--- config.mk ---
export PLATFORM = sky130hd
export DESIGN_NAME = cache_way_cfg_ctrl
export DESIGN_NICKNAME = d
export VERILOG_FILES = /design/src/rtl/cache_cfg_pkg.sv /design/src/rtl/cache_way_cfg_ctrl_check.sv /design/src/rtl/cache_way_cfg_ctrl.sv
export SDC_FILE = /design/constraint.sdc
export NUM_CORES = 1
export LEC_CHECK = 0
export BUFFER_PORTS_ARGS = -buffer_cell sky130_fd_sc_hd__buf_2
export CORE_MARGIN = 5
export CORE_UTILIZATION = 59
export CTS_CLUSTER_DIAMETER = 60
export DETAILED_ROUTE_END_ITERATION = 10
export PLACE_DENSITY = 0.84
export REMOVE_ABC_BUFFERS = 1
export SYNTH_ARGS = -nofsm -noshare
export SYNTH_HDL_FRONTEND = slang
export SYNTH_SLANG_ARGS = --single-unit
--- constraint.sdc ---
create_clock -name clk_i -period 5.9 [get_ports clk_i]
set_input_delay 0.885 -clock clk_i [delete_from_list [all_inputs] [get_ports clk_i]]
set_output_delay 0.885 -clock clk_i [all_outputs]
set_load 0.1 [all_outputs]
--- src/rtl/cache_cfg_pkg.sv ---
// rtl/cache_cfg_pkg.sv - shared cache geometry types, defaults and helpers
//
// Contents:
//   cfg_t              build-time cache configuration (set associativity per cache)
//   NPC_CFG            the configuration this core is built with
//   DEFAULT_NUM_CACHES number of reconfigurable caches (0 = ICache, 1 = DCache)
//   DEFAULT_MAX_WAYS   largest associativity among the caches
//   resp_err_e         reconfiguration result codes
//   popcount()         number of set bits in a mask of up to 32 ways
package cache_cfg_pkg;

    typedef struct packed {
        int unsigned icache_set_assoc;
        int unsigned dcache_set_assoc;
    } cfg_t;

    localparam cfg_t NPC_CFG = '{icache_set_assoc: 32'd4, dcache_set_assoc: 32'd4};

    localparam int unsigned DEFAULT_NUM_CACHES = 2;
    localparam int unsigned DEFAULT_MAX_WAYS =
        (NPC_CFG.icache_set_assoc > NPC_CFG.dcache_set_assoc) ?
        NPC_CFG.icache_set_assoc : NPC_CFG.dcache_set_assoc;

    typedef enum logic [1:0] {
        ERR_OK        = 2'b00,
        ERR_BAD_MASK  = 2'b01,
        ERR_TIMEOUT   = 2'b10,
        ERR_BAD_CACHE = 2'b11
    } resp_err_e;

    function automatic int unsigned popcount(input logic [31:0] v);
        int unsigned n;
        n = 0;
        for (int i = 0; i < 32; i++) begin
            n = n + {31'b0, v[i]};
        end
        return n;
    endfunction

endpackage

--- src/rtl/cache_way_cfg_ctrl_check.sv ---
// rtl/cache_way_cfg_ctrl_check.sv - combinational way-mask validation
//
// Ports:
//   mask       requested enabled-way mask
//   cur_mask   mask currently applied to the target cache
//   valid      mask is nonzero and contiguous from way 0
//   equal      mask matches cur_mask (reconfiguration is a no-op)
//   pop_count  number of ways enabled by mask
module way_mask_check
    import cache_cfg_pkg::*;
#(
    parameter int unsigned MAX_WAYS = DEFAULT_MAX_WAYS,
    parameter int unsigned AW       = $clog2(MAX_WAYS + 1)
) (
    input  logic [MAX_WAYS-1:0] mask,
    input  logic [MAX_WAYS-1:0] cur_mask,
    output logic                valid,
    output logic                equal,
    output logic [AW-1:0]       pop_count
);

    logic [MAX_WAYS-1:0] mask_inc;

    // A contiguous low-order run of ones carries all the way out when
    // incremented, so it shares no bit with its successor. The all-ones mask
    // wraps to zero here, which is exactly the behaviour wanted.
    assign mask_inc  = mask + MAX_WAYS'(1);
    assign valid     = (mask != '0) && ((mask_inc & mask) == '0);
    assign equal     = (mask == cur_mask);
    assign pop_count = AW'(popcount(32'(mask)));

endmodule

--- src/rtl/cache_way_cfg_ctrl.sv ---
// rtl/cache_way_cfg_ctrl.sv - runtime per-cache way-mask reconfiguration controller
//
// Ports:
//   clk_i, rst_ni    clock, synchronous active-low reset
//   req_valid_i      reconfiguration request valid
//   req_ready_o      request accepted when high (only in IDLE)
//   req_cache_i      target cache index (0 = ICache, 1 = DCache)
//   req_way_mask_i   requested enabled-way mask
//   resp_valid_o     one-cycle completion pulse
//   resp_err_o       result code (resp_err_e), valid with resp_valid_o
//   flush_req_o      per-cache flush request, held while waiting for ack
//   flush_ack_i      per-cache flush done pulse
//   way_mask_o       enabled ways, cache c at [c*MAX_WAYS +: MAX_WAYS]
//   active_ways_o    popcount of each cache's mask, cache c at [c*AW +: AW]
//   busy_o           high whenever a request is in progress
module cache_way_cfg_ctrl
    import cache_cfg_pkg::*;
#(
    parameter int unsigned NUM_CACHES    = DEFAULT_NUM_CACHES,
    parameter int unsigned MAX_WAYS      = DEFAULT_MAX_WAYS,
    parameter int unsigned FLUSH_TIMEOUT = 1024,
    localparam int unsigned CW = (NUM_CACHES > 1) ? $clog2(NUM_CACHES) : 1,
    localparam int unsigned AW = $clog2(MAX_WAYS + 1),
    localparam int unsigned TW = $clog2(FLUSH_TIMEOUT + 1)
) (
    input  logic                         clk_i,
    input  logic                         rst_ni,
    input  logic                         req_valid_i,
    output logic                         req_ready_o,
    input  logic [CW-1:0]                req_cache_i,
    input  logic [MAX_WAYS-1:0]          req_way_mask_i,
    output logic                         resp_valid_o,
    output logic [1:0]                   resp_err_o,
    output logic [NUM_CACHES-1:0]        flush_req_o,
    input  logic [NUM_CACHES-1:0]        flush_ack_i,
    output logic [NUM_CACHES*MAX_WAYS-1:0] way_mask_o,
    output logic [NUM_CACHES*AW-1:0]     active_ways_o,
    output logic                         busy_o
);

    typedef enum logic [1:0] {
        S_IDLE  = 2'd0,
        S_CHECK = 2'd1,
        S_FLUSH = 2'd2,
        S_RESP  = 2'd3
    } state_e;

    state_e                               state_q, state_d;
    logic [CW-1:0]                        cache_q, cache_d;
    logic [MAX_WAYS-1:0]                  mask_q, mask_d;
    resp_err_e                            err_q, err_d;
    logic [TW-1:0]                        cnt_q, cnt_d;
    logic [NUM_CACHES-1:0][MAX_WAYS-1:0]  ways_q, ways_d;

    logic                  cache_ok;
    logic [MAX_WAYS-1:0]   cur_mask;
    logic                  chk_valid;
    logic                  chk_equal;
    logic [AW-1:0]         req_pop;
    logic [NUM_CACHES-1:0] target_oh;
    logic                  ack_hit;

    // Index widths round up to a power of two, so an index can name a cache
    // that does not exist; such requests never touch the mask array.
    assign cache_ok = (32'(cache_q) < NUM_CACHES);
    assign cur_mask = cache_ok ? ways_q[cache_q] : '1;

    way_mask_check #(
        .MAX_WAYS (MAX_WAYS),
        .AW       (AW)
    ) u_check (
        .mask      (mask_q),
        .cur_mask  (cur_mask),
        .valid     (chk_valid),
        .equal     (chk_equal),
        .pop_count (req_pop)
    );

    always_comb begin
        target_oh = '0;
        for (int c = 0; c < NUM_CACHES; c++) begin
            target_oh[c] = (32'(cache_q) == c);
        end
    end

    // Acks on caches other than the target are deliberately masked off.
    assign ack_hit = |(flush_ack_i & target_oh);

    always_ff @(posedge clk_i) begin
        if (!rst_ni) begin
            state_q <= S_IDLE;
            cache_q <= '0;
            mask_q  <= '0;
            err_q   <= ERR_OK;
            cnt_q   <= '0;
            ways_q  <= '1;
        end else begin
            state_q <= state_d;
            cache_q <= cache_d;
            mask_q  <= mask_d;
            err_q   <= err_d;
            cnt_q   <= cnt_d;
            ways_q  <= ways_d;
        end
    end

    always_comb begin
        state_d = state_q;
        cache_d = cache_q;
        mask_d  = mask_q;
        err_d   = err_q;
        cnt_d   = cnt_q;
        ways_d  = ways_q;

        case (state_q)
            S_IDLE: begin
                if (req_valid_i) begin
                    cache_d = req_cache_i;
                    mask_d  = req_way_mask_i;
                    state_d = S_CHECK;
                end
            end
            S_CHECK: begin
                if (!cache_ok) begin
                    err_d   = ERR_BAD_CACHE;
                    state_d = S_RESP;
                end else if (!chk_valid || (req_pop == '0)) begin
                    // An empty mask would disable the cache outright.
                    err_d   = ERR_BAD_MASK;
                    state_d = S_RESP;
                end else if (chk_equal) begin
                    err_d   = ERR_OK;
                    state_d = S_RESP;
                end else begin
                    cnt_d   = '0;
                    state_d = S_FLUSH;
                end
            end
            S_FLUSH: begin
                cnt_d = cnt_q + TW'(1);
                // Ack is checked first so a last-cycle ack still commits.
                if (ack_hit) begin
                    ways_d[cache_q] = mask_q;
                    err_d           = ERR_OK;
                    state_d         = S_RESP;
                end else if (cnt_q == TW'(FLUSH_TIMEOUT - 1)) begin
                    err_d   = ERR_TIMEOUT;
                    state_d = S_RESP;
                end
            end
            S_RESP: begin
                state_d = S_IDLE;
            end
            default: begin
                state_d = S_IDLE;
            end
        endcase
    end

    assign req_ready_o  = (state_q == S_IDLE);
    assign busy_o       = (state_q != S_IDLE);
    assign resp_valid_o = (state_q == S_RESP);
    assign resp_err_o   = (state_q == S_RESP) ? err_q : ERR_OK;
    assign flush_req_o  = (state_q == S_FLUSH) ? target_oh : '0;
    assign way_mask_o   = ways_q;

    for (genvar c = 0; c < NUM_CACHES; c++) begin : g_active
        assign active_ways_o[c*AW +: AW] = AW'(popcount(32'(ways_q[c])));
    end

endmodule

## Yosys cells after proc, flatten, opt, wreduce, memory -nomap -nowiden

Cells that the tools add are included.

- Output and inout port bits: 21
- Register bits: 28
- Input bits: 10
- Logic and storage cells: 70

- Order comparisons: 2
- Bitwise operators: 3
- Reductions and logical operators: 16
- Muxes and demuxes: 21
- Equality and inequality tests: 10
- $add $sub $neg: 11

Operator list:

| kind | count |
|---|---|
| $mux 11 | 2 |
| $pmux 11 s2 | 1 |
| $mux 2 | 9 |
| $add 3x1->3 | 4 |
| $mux 4 | 3 |
| $add 11x1->11 const B | 1 |
| $eq 11x10->1 const B | 1 |
| $bwmux 8 | 1 |
| $pmux 2 s4 | 1 |
| $add 1x1->2 | 3 |
| $add 2x1->3 | 2 |
| $ne 2x2->1 const B | 3 |
| $ne 3x3->1 const B | 2 |
| $reduce_and 2->1 | 3 |
| $reduce_and 3->1 | 2 |
| $add 4x1->4 const B | 1 |
| $and 4x4->4 | 1 |
| $demux 4 s1 | 1 |
| $eq 2x2->1 const B | 2 |
| $eq 4x4->1 | 1 |
| $logic_not 4->1 | 1 |
| $pmux 2 s2 | 1 |
| $reduce_bool 2->1 | 2 |
| $reduce_bool 4->1 | 1 |
| 12 further kinds | 14 |

## Depth between registers and ports, before layout

- Depth after elaboration: 8
- Gate-level depth with buffers: 12
- Mapped depth without buffers: 11

## Modules after synthesis

From an unflattened synthesis, not the netlist that was laid out.

- Cell total of the unflattened synthesis: 200
- Area total of the unflattened synthesis: 1720.4 um2

Modules (own cells, without submodules):

| module | sequential area each (um2) | cells an instance | area an instance (um2) | times used |
|---|---|---|---|---|
| cache_way_cfg_ctrl | 560.5 | 180 | 1547.7 | 1 |
| way_mask_check | 0.0 | 20 | 172.7 | 1 |

## Worst setup path before layout

No wires, ideal clock.

- Path kind: register to output
- Start: register ways_q (netlist bit way_mask_o[4])
- End: output port active_ways_o[4]
- Cell stages (with the launch flop): 6
- Slack: 2.297 ns
- Arrival: 2.718 ns
- Path buffers: 0
- Data required time: 5.015 ns
- Cell sequence: dfxtp_1 > inv_1 > fa_1 > inv_1 > ha_1 > ha_1

- Longest elaborated chain between the ends: 3

RTL lines:

| what | line | RTL |
|---|---|---|
| from (decl) | cache_way_cfg_ctrl.sv:53 | `logic [NUM_CACHES-1:0][MAX_WAYS-1:0] ways_q, ways_d;` |
| from (signal assigned) | cache_way_cfg_ctrl.sv:103 | `ways_q <= ways_d;` |
| $add 1x1->2 | cache_cfg_pkg.sv:35 | `n = n + {31'b0, v[i]};` |
| $add 2x1->3 | cache_cfg_pkg.sv:35 |  |
| $add 3x1->3 | cache_cfg_pkg.sv:35 |  |
| to (decl) | cache_way_cfg_ctrl.sv:37 | `output logic [NUM_CACHES*AW-1:0] active_ways_o,` |

Every way passes these cells.

## Final worst setup path

- Start: register ways_q (netlist bit way_mask_o[0])
- End: output port active_ways_o[1]

Same word-level chain as after synthesis.

==> impl_metrics.toml <==
[synthesis]
synth_top_area_share_pct = 32.7
yosys_warnings = 0
synth_cells = 202
syn-cell-area_um2 = 1710
yosys-top-cells-area = "dfxtp_1 33%, ha_1 9.5%, nand2_1 7.9%, o211ai_1 6.1%, inv_1 4.4%"
ys_types = 37
syn_area_per_cell_um2 = 8.49
synth-edff-count = 0
yosys_register_bits = 28
synthArstFlopShare_pct = 0
synth_largest_area_cell = "dfxtp_1"
synth.yosys.seq_area_share_pct = 32.7
ys.flop_type = "dfxtp_1"

[power]
switchingPower_w = 0.000543
p_comb_share_pct = 64.4
p_clk_share_pct = 10.1
power_density_nw_per_um2 = 490
internal_power_w = 0.000388
ir_worst_vdd_v = 0.000771
p_total_w = 0.000932
switching_share_pct = 58.3
p_leak_nw = 0.896
p_seq_share_pct = 25.6

[worst_hold_path]
whs_endpoint = "cnt_q[7]"
hold_depth = 2
hold_path.class = "reg2reg"
min_from = "cnt_q[7]"

[drt]
drtAntennaViolNets = 0
viasPerCell = 5.74
wl_mm = 3.65
drc = 0
drt-pass1-iter-count = 4
num_vias = 1481
wire_per_inst_um = 14.1
drt_iter0_drc = 67

[floorplanning]
die_h_um = 63.9
io_pins = 31
die_w_um = 63.9
core_um2 = 2780
start_util_pct = 61.6
dieArea_um2 = 4080
placementRows = 19

[job]
maxCapViolCount = 0

[cells_and_area]
fin_nets = 254
fin_area_um2 = 1900
drive_above_1_share_pct = 17.6
fillers = 236
seq_area_um2 = 561
most-common-layout-cells = "36 x nand2_1, 30 x buf_2, 28 x dfxtp_1, 20 x inv_1, 14 x o211ai_1"
antenna_cells = 0
final_core_utilization_pct = 68.3
final_common_cell = "nand2_1"
area_growth_pct = 10.9
multi_input_area_um2 = 1040

[critical_path]
required_ns = 5.02
crit_path_end_kind = "output port"
cp_max_fo = 4
worst-setup-path-type = "reg2out"
reg2reg_depth = 11
r2r_slack_ns = 3.03
rr_startpoint = "mask_q[1]"
crit_arrival_ns = 2.23
rr_endpoint = "cnt_q[4]"
critPathLaunchType = "flip-flop"

[clock_tree]
postCtsSetupBuffers = 0
cts.repair.resized = 0
cts_buffers = 3
holdBufCountCts = 0
clock-sinks = 28
cts_tree = "built"
cts_max_level = 1
clk_latency_ns = 0.32
ctsLongestPathBuffers = 2
clockRootBuffer = "clkbuf_4"
clk_pin_slew_worst_paths_ns = 0.15

[grt]
antenna_found_initial = 0
grt_pass1_wl_mm = 6.15
grt_max_degree = 31
grt_pass1_vias = 1392
grt_usage_pct = 18.0
overflow = 0

[status]
outcome = "finished, final reports clean"

[sta]
slew_headroom_pct = 58.2
fin_crit_ns = 3.11
slew_violations = 0
finalSetupTns_ns = 0
fin_ws_ns = 2.79
max_freq_mhz = 321
worst_clock_skew_ns = 0.00716
period_share_pct = 52.8
rsz0062_at_grt = "no"
finalSetupViolCount = 0
finalHoldViolations = 0
tightestPinTransition_ns = 0.627

[placement]
dpl-instance-area_um2 = 1860
numPortBuffers = 30
place_hpwl_mm = 2.71
dp_slack_ns = 3.07
place.gp.congestion = 0.837
[routing by layer]
| layer | share of wire (%) | global-route usage [%] | up-vias |
|---|---|---|---|
| met1 | 48 | 24.7 | 675 |
| li1 | - | - | 762 |
| met5 | 0 | 0 | - |
| met3 | 5.9 | 2.80 | 4 |
| met4 | 0.99 | 5.97 | 0 |
| met2 | 45 | 28.6 | 40 |
[sequential cells by signal, summed over array words and instances (netlist names)]
| signal | flops |
|---|---|
| cnt_q | 11 |
| way_mask_o | 8 |
| mask_q | 4 |
| err_q | 2 |
| state_q | 2 |
| cache_q | 1 |
[final cells by class]
| cell class | count | share of cell area [%] |
|---|---|---|
| clock buffer | 4 | 1.91 |
| inverter | 21 | 4.15 |
| multi-input combinational | 144 | 54.5 |
| sequential | 28 | 29.5 |
| tap | 31 | 2.04 |
| timing repair buffer | 30 | 7.90 |
[logic make-up (layout without fill, tap and decap cells)]
family	after synthesis	count (layout)	synth area share, %
simple gates	72	72	20.8
compound gates	45	45	20.5
buf+inv	30	55	6.86
flops	28	28	32.7
fa+ha+maj	16	16	13.0
mux	7	7	4.09
xor+xnor	4	4	2.04
[metrics by stage]
step / hold slack [ns] / std cells
finish: 0.490 / 258
global route: 0.516 / 258
CTS: 0.485 / 258
detailed placement: 0.465 / 254
global placement: 0.456 / 254
floorplan: 0.434 / 193
[cell usage after synthesis (all sizes together) (2+ instances only)]
| master | n |
|---|---|
| a211oi | 4 |
| a21boi | 6 |
| and2 | 6 |
| and3 | 3 |
| buf | 2 |
| clkbuf | 7 |
| dfxtp | 28 |
| fa | 3 |
| ha | 13 |
| inv | 21 |
| mux2i | 7 |
| nand2 | 36 |
| nand3 | 11 |
| nand4 | 4 |
| nor2 | 5 |
| nor2b | 3 |
| o211ai | 14 |
| o21ai | 5 |
| o31ai | 6 |
| o32ai | 3 |
| xnor2 | 4 |
[worst max path at each step]
stage,cells after the start,slack (ns),from,endpoint
2_1_floorplan,5,2.30,way_mask_o[4],active_ways_o[4]
3_3_place_gp,11,3.14,mask_q[0],cnt_q[7]
3_5_place_dp,11,3.07,mask_q[1],cnt_q[4]
4_1_cts,6,2.78,way_mask_o[0],active_ways_o[1]
5_1_grt,6,2.68,way_mask_o[0],active_ways_o[1]
6_report,6,2.79,way_mask_o[0],active_ways_o[1]
[power groups by stage]
| stage | combinational, W | clock [W] | sequential (W) |
|---|---|---|---|
| after floorplan | 0.000480 | 0 | 0.000277 |
| after global placement | 0.000591 | 0 | 0.000242 |
| after detailed placement | 0.000598 | 0 | 0.000243 |
| after CTS | 0.000600 | 0.0000957 | 0.000239 |
| after global routing | 0.000644 | 0.000104 | 0.000242 |
| final | 0.000599 | 0.0000937 | 0.000238 |
[worst max-delay path, stage by stage, from the launching register on]
cell	delay [ns]
dfxtp_1	0.40
inv_1	0.08
fa_1	0.53
inv_1	0.04
ha_1	0.18
ha_1	0.27
buf_2	0.41
(Power assumes the default switching activity.)
